==> config.mk <==
export PLATFORM = sky130hd
export DESIGN_NAME = masked_gf16_mult_pipe
export DESIGN_NICKNAME = d
export VERILOG_FILES = /design/src/rtl/masked_gf16_mult_pipe.sv
export SDC_FILE = /design/constraint.sdc
export NUM_CORES = 1
export LEC_CHECK = 0
export ABC_CLOCK_PERIOD_IN_PS = 3200
export CAP_MARGIN = 30
export CORE_ASPECT_RATIO = 1.4
export CORE_MARGIN = 3
export CORE_UTILIZATION = 63
export CTS_CLUSTER_DIAMETER = 120
export DETAILED_ROUTE_END_ITERATION = 10
export GPL_ROUTABILITY_DRIVEN = 0
export PLACE_DENSITY = 0.85
export SYNTH_ARGS = -nofsm -noshare
export SYNTH_HDL_FRONTEND = slang
export SYNTH_SLANG_ARGS = --single-unit
==> constraint.sdc <==
create_clock -name clk -period 3.2 [get_ports clk]
set_clock_uncertainty 0.2 [all_clocks]
set_input_delay 0.8 -clock clk [delete_from_list [all_inputs] [get_ports clk]]
set_output_delay 0.8 -clock clk [all_outputs]
set_load 0.02 [all_outputs]
==> src/rtl/masked_gf16_mult_pipe.sv <==
// Two-stage d+1-share masked GF(16) multiplier: refreshed domain cross-products are
// registered before the per-share XOR compression, so glitches cannot recombine shares.
module masked_gf16_mult_pipe #(
   parameter int SHARES       = 3,
   parameter int ADD_CONSTANT = 0
) (
   input  logic                                clk,
   input  logic                                rst_n,
   input  logic                                en,
   input  logic                                valid_in,
   input  logic [4*SHARES-1:0]                 a_in,
   input  logic [4*SHARES-1:0]                 b_in,
   input  logic [4*SHARES*(SHARES-1)/2-1:0]    r_in,
   input  logic [3:0]                          c_in,
   output logic                                valid_out,
   output logic [4*SHARES-1:0]                 y_out
);

   localparam int NP = SHARES * SHARES;

   // Team bilinear GF(16) product on nibbles.
   function automatic logic [3:0] gf16_bilin(input logic [3:0] x, input logic [3:0] y);
      logic [3:0] g;
      g[0] = (x[0] & y[0]) ^ (x[1] & y[0]) ^ (x[2] & y[0]) ^ (x[0] & y[1]) ^ (x[3] & y[1]) ^
             (x[0] & y[2]) ^ (x[2] & y[2]) ^ (x[1] & y[3]) ^ (x[3] & y[3]);
      g[1] = (x[0] & y[0]) ^ (x[3] & y[0]) ^ (x[1] & y[1]) ^ (x[2] & y[1]) ^ (x[3] & y[1]) ^
             (x[1] & y[2]) ^ (x[3] & y[2]) ^ (x[0] & y[3]) ^ (x[1] & y[3]) ^ (x[2] & y[3]) ^
             (x[3] & y[3]);
      g[2] = (x[0] & y[0]) ^ (x[2] & y[0]) ^ (x[1] & y[1]) ^ (x[3] & y[1]) ^ (x[0] & y[2]) ^
             (x[2] & y[2]) ^ (x[3] & y[2]) ^ (x[1] & y[3]) ^ (x[2] & y[3]);
      g[3] = (x[1] & y[0]) ^ (x[3] & y[0]) ^ (x[0] & y[1]) ^ (x[1] & y[1]) ^ (x[2] & y[1]) ^
             (x[3] & y[1]) ^ (x[1] & y[2]) ^ (x[2] & y[2]) ^ (x[0] & y[3]) ^ (x[1] & y[3]) ^
             (x[3] & y[3]);
      return g;
   endfunction

   logic [4*NP-1:0]     w_p;
   logic [4*NP-1:0]     r_p;
   logic [4*SHARES-1:0] w_y;
   logic [4*SHARES-1:0] r_y;
   logic [3:0]          w_c;
   logic                r_v1;
   logic                r_v2;

   // Each term touches exactly one share of a and one of b; the pair mask is shared by (i,j) and (j,i).
   for (genvar gi = 0; gi < SHARES; gi++) begin : g_row
      for (genvar gj = 0; gj < SHARES; gj++) begin : g_col
         localparam int LO = (gi < gj) ? gi : gj;
         localparam int HI = (gi < gj) ? gj : gi;
         localparam int PI = LO * SHARES - (LO * (LO + 1)) / 2 + (HI - LO - 1);
         if (gi == gj) begin : g_diag
            assign w_p[4*(gi*SHARES+gj) +: 4] = gf16_bilin(a_in[4*gi +: 4], b_in[4*gj +: 4]);
         end else begin : g_cross
            assign w_p[4*(gi*SHARES+gj) +: 4] = gf16_bilin(a_in[4*gi +: 4], b_in[4*gj +: 4])
                                                ^ r_in[4*PI +: 4];
         end
      end
   end

   assign w_c = (ADD_CONSTANT == 1) ? c_in : 4'h0;

   // Compression: only registered terms are combined here.
   always_comb begin
      w_y = '0;
      for (int i = 0; i < SHARES; i++) begin
         for (int j = 0; j < SHARES; j++) begin
            w_y[4*i +: 4] = w_y[4*i +: 4] ^ r_p[4*(i*SHARES+j) +: 4];
         end
      end
      w_y[3:0] = w_y[3:0] ^ w_c;
   end

   // Pipeline registers; en=0 freezes data and valid alike.
   always_ff @(posedge clk or negedge rst_n) begin
      if (!rst_n) begin
         r_p  <= '0;
         r_y  <= '0;
         r_v1 <= 1'b0;
         r_v2 <= 1'b0;
      end else if (en) begin
         r_p  <= w_p;
         r_y  <= w_y;
         r_v1 <= valid_in;
         r_v2 <= r_v1;
      end
   end

   assign valid_out = r_v2;
   assign y_out     = r_y;

endmodule

Word level (Yosys, flattened, before mapping)
Index checks and enable logic that the tools add are counted.
{ "word_totals": {"wordCells": 484, "ff_bits": 50, "output_inout_bits": 13} }
{ "op_classes": {"bitwise": 480} }
{ "ops": {"columns": ["cell", "n"], "rows": [
  ["$xor A1 B1 Y1", 324],
  ["$and A1 B1 Y1", 144],
  ["$xor A4 B4 Y4", 12]
]} }

Longest topological paths before layout
{ "logic_depth": {"depth_word": 12, "depth_mapped": 9} }

Least setup slack after synthesis
No wires, ideal clock.
{ "synth_timing": {"kind": "input to register", "startpoint": "input port a_in[2]", "endpoint": "register r_p[9]", "path_slack_ps": 549, "n_path_buf": 2, "cell_stages": 7, "arrival_time_ps": 2327, "setup_time_ps": 125, "path_cell_list": "buf_2 > xnor2_1 > buf_2 > a21oi_1 > a221o_1 > xnor3_1 > mux2_2"} }
{ "synth_via": {"elab_chain_len": 10, "word_cells_on_any_way": 11, "cone_classes": "11 x bitwise"} }
{ "synth_rtl": {"columns": ["item", "line_no", "source"], "rows": [
  ["from (decl)", "11", "input logic [4*SHARES-1:0] a_in,"],
  ["$and A1 B1 Y1", "26", "g[1] = (x[0] & y[0]) ^ (x[3] & y[0]) ^ (x[1] & y[1]) ^ (x[2] & y[1]) ^ (x[3] & y[1]) ^"],
  ["$xor A1 B1 Y1 (3 in a row)", "26", null],
  ["$xor A1 B1 Y1 (3 in a row)", "27", "(x[1] & y[2]) ^ (x[3] & y[2]) ^ (x[0] & y[3]) ^ (x[1] & y[3]) ^ (x[2] & y[3]) ^"],
  ["$xor A1 B1 Y1 * (2 in a row)", "27", null],
  ["$xor A4 B4 Y4 *", "55", "^ r_in[4*PI +: 4];"],
  ["to (signal assigned)", "81", "r_p <= w_p;"],
  ["to (decl)", "38", "logic [4*NP-1:0] r_p;"]
]} }
Mark *: on every way between the ends. The rest lies on a longest branch, timed or not.
A chain may end at the register's enable or synchronous reset.

Worst setup path after layout
{ "layout_timing": {"startpoint": "input port b_in[6]", "endpoint": "register r_p[7]"} }
{ "layout_via": {"elab_chain_len": 7, "word_cells_on_any_way": 8, "cone_classes": "8 x bitwise"} }
{ "layout_rtl": {"columns": ["item", "line_no", "source"], "rows": [
  ["from (decl)", "12", "input logic [4*SHARES-1:0] b_in,"],
  ["$and A1 B1 Y1", "32", "(x[3] & y[1]) ^ (x[1] & y[2]) ^ (x[2] & y[2]) ^ (x[0] & y[3]) ^ (x[1] & y[3]) ^"],
  ["$xor A1 B1 Y1", "32", null],
  ["$xor A1 B1 Y1 * (4 in a row)", "32", null],
  ["$xor A4 B4 Y4 *", "55", null]
]} }
Marks and branches as above.

==> results.cfg <==
[route]
final_antenna_net_count = 0
wl_per_cell_um = 17.42
dr_wl_met2_um = 7255
first_pass_iters = 5
vias = 5243
wirelength_um = 14720
via_per_inst = 6.205
drc = 0
routed.top_layer = met4
drt_iter0_drc = 521
m1WireLength_um = 5968
route.met3.wl_um = 864

[clock_network]
cts_hold_buf = 0
cts_root_buffer = clkbuf_16
htreeDepth = 2
postCtsSetupBuffers = 0
cts_sinks = 50
insertion_delay_ns = 0.29
clk_pin_slew_worst_paths_ns = 0.06
ctsResizeCount = 0
clk_path_buf_depth = 2
cts_made_buffers = 5
cts_tree = built

[global_routing]
grt_pass1_wl_um = 24250
grt_pass1_vias = 5003
grt_overflow_total = 0
grt_use_total_pct = 29.90
antenna_found_initial = 0
grt_max_degree = 65

[floorplanning]
rows = 39
start_util_pct = 66.40
core_area_mm2 = 0.008344
die-area_mm2 = 0.009971
ioPinCount = 57
die_w_um = 85.26
die_h_um = 117.0

[synthesis]
avgSynthCellArea_um2 = 8.184
synth_top_area_cell = dfrtp_1
synthSimpleGateAreaFrac_pct = 14.27
synthesis.nets = 721
synth.area.mux_share_pct = 12.04
synth_area_leaders = dfrtp_1, xnor2_1, mux2_2
ys_seq_area_share_pct = 22.58
synth_async_sr_flop_share_pct = 100.0
ys_warn_count = 0
synth_top_family_by_area = XOR/XNOR gates
synth_compound_area_share_pct = 19.11
synth_edf_count = 0
synth_area_mm2 = 0.005540
ys_types = 54
synth-xor-area-share_pct = 25.99
yosys_most_used_dff = dfrtp_1
synth_seq_cells = 50
synthCells = 677
synth_top_area_share_pct = 22.58
synthAdderAreaFrac_pct = 0

[placed_design]
dp_hpwl_um = 11220
pre_cts_ws_ns = -0.008719
io_buffers = 52
placed_cells = 837

[sta]
max_clock_freq_mhz = 338.5
holdWs_ns = 0.2862
setup_slack_ns = 0.2461
rsz0062_at_grt = false
hold_viol = 0
setup_viol = 0
min_period_ns = 2.954
tightest_slew_ns = 0.6040
slew_headroom_pct = 59.46
report.final.slew_viol_count = 0
fin_crit_sh_pct = 92.31

[power]
power.internal_w = 0.002138
p_seq_share_pct = 30.4
p_sw_share_pct = 35.59
power.density_mw_per_mm2 = 499.4
pwr-share-clk_pct = 17.5
power_frac_comb_pct = 52.1
ir_worst_vdd_mv = 0.5573
p_switching_w = 0.001182
static-leakage-power_nw = 2.654

[finish]
most-common-layout-cells = xnor2_1, buf_4, a21oi_1, nand2_1
final_nets = 786
antenna_cells = 0
finalNonFillerCells = 845
area_delta_synth_final_pct = 19.99
final_util_pct = 79.67
layout-drive-gt1-share_pct = 16.55
final_common_cell = xnor2_1

[worst_setup_path]
cp-end-kind = flop
required_ns = 3.23
crit_type = primary input to flop
start_kind = primary input
cp_data_arrival_time_ns = 2.98
path_max_fanout = 10

[min_path]
hp-class = primary input to asynchronous set/reset pin

[run]
maxCapViolCount = 0

[outcome]
status = finished, final reports clean
## synth_stat cells (all sizes together), types with 2 or more instances
| library cell | count |
|---|---|
| o22a | 4 |
| nand3b | 2 |
| a211oi | 6 |
| a311oi | 2 |
| nand2b | 19 |
| mux2 | 37 |
| a21boi | 2 |
| a32oi | 7 |
| a222oi | 2 |
| nor2b | 14 |
| o2111ai | 2 |
| a21o | 5 |
| o21a | 2 |
| o221ai | 3 |
| xnor2 | 118 |
| clkbuf | 22 |
| mux2i | 25 |
| inv | 12 |
| and3 | 2 |
| dfrtp | 50 |
| a221o | 2 |
| nand2 | 56 |
| nor4 | 2 |
| o31ai | 3 |
| a22oi | 14 |
| a31oi | 4 |
| nor4b | 2 |
| nor2 | 44 |
| nor3b | 5 |
| o21ai | 28 |
| o211ai | 8 |
| nor3 | 4 |
| buf | 42 |
| xnor3 | 2 |
| xor2 | 36 |
| a21oi | 56 |
| o22ai | 11 |
| nand3 | 10 |
## metal layers
layer / up-vias / global-route usage, %
met4: 0 / 13.62
met3: 59 / 2.451
met5: - / 0
met1: 2459 / 37.78
li1: 2476 / -
met2: 249 / 51.97
## critical path: stages
cell and delay (ns):
clkdlybuf4s50_1 0.54, buf_4 0.25, xnor2_1 0.44, nand3_1 0.13, o21ai_0 0.11, a21oi_1 0.14
xnor2_1 0.35, mux2_2 0.23
## per-stage QoR
| stage | area [um2] | setup TNS (ns) | total power, W |
|---|---|---|---|
| global placement | 6482 | 0 | 0.002649 |
| floorplan | 5540 | 0 | 0.002171 |
| finish | 6648 | 0 | 0.003320 |
| detailed placement | 6482 | -0.008719 | 0.002725 |
| global route | 6648 | 0 | 0.003519 |
| CTS | 6648 | 0 | 0.003334 |
## power groups by stage
stage          clock network [W]  registers [W]  logic, W
2_1_floorplan                  0        0.00109   0.00108
3_3_place_gp                   0        0.00100   0.00165
3_5_place_dp                   0        0.00102   0.00170
4_1_cts                 0.000594        0.00101   0.00173
5_1_grt                 0.000613        0.00104   0.00187
6_report                0.000581        0.00101   0.00173
## kinds of logic after synthesis
group	after synthesis
AOI/OAI and AO/OA	166
xor gates and xnor gates	157
buffers and inverters	77
and+or+nand+nor	165
DFF	50
muxes	62
## registers in the layout, summed over array words and instances (netlist names)
signal     flops
valid_out      1
r_v1           1
y_out         12
r_p           36
## final cells by class
class	count	area (um2)
clock buffer	5	125.1
clock inverter	3	40.04
fill	558	1697
inverter	13	48.80
multi-input combinational	550	3956
sequential	50	1251
tap	102	127.6
timing repair buffer	122	1099
## worst paths after layout
kind,cells after the start,slack (ns),endpoint,startpoint
setup / recovery,8,0.25,r_p[7]$_DFFE_PN0P_,b_in[6]
hold / removal,1,0.29,y_out[3]$_DFFE_PN0P_,rst_n
setup reg to reg,3,1.84,y_out[9]$_DFFE_PN0P_,r_p[25]$_DFFE_PN0P_
hold reg to reg,1,0.30,y_out[2]$_DFFE_PN0P_,y_out[2]$_DFFE_PN0P_
max in group asynchronous,2,1.78,valid_out$_DFFE_PN0P_,rst_n
min in group clk,1,0.30,y_out[2]$_DFFE_PN0P_,y_out[2]$_DFFE_PN0P_
(Power assumes the default switching activity.)
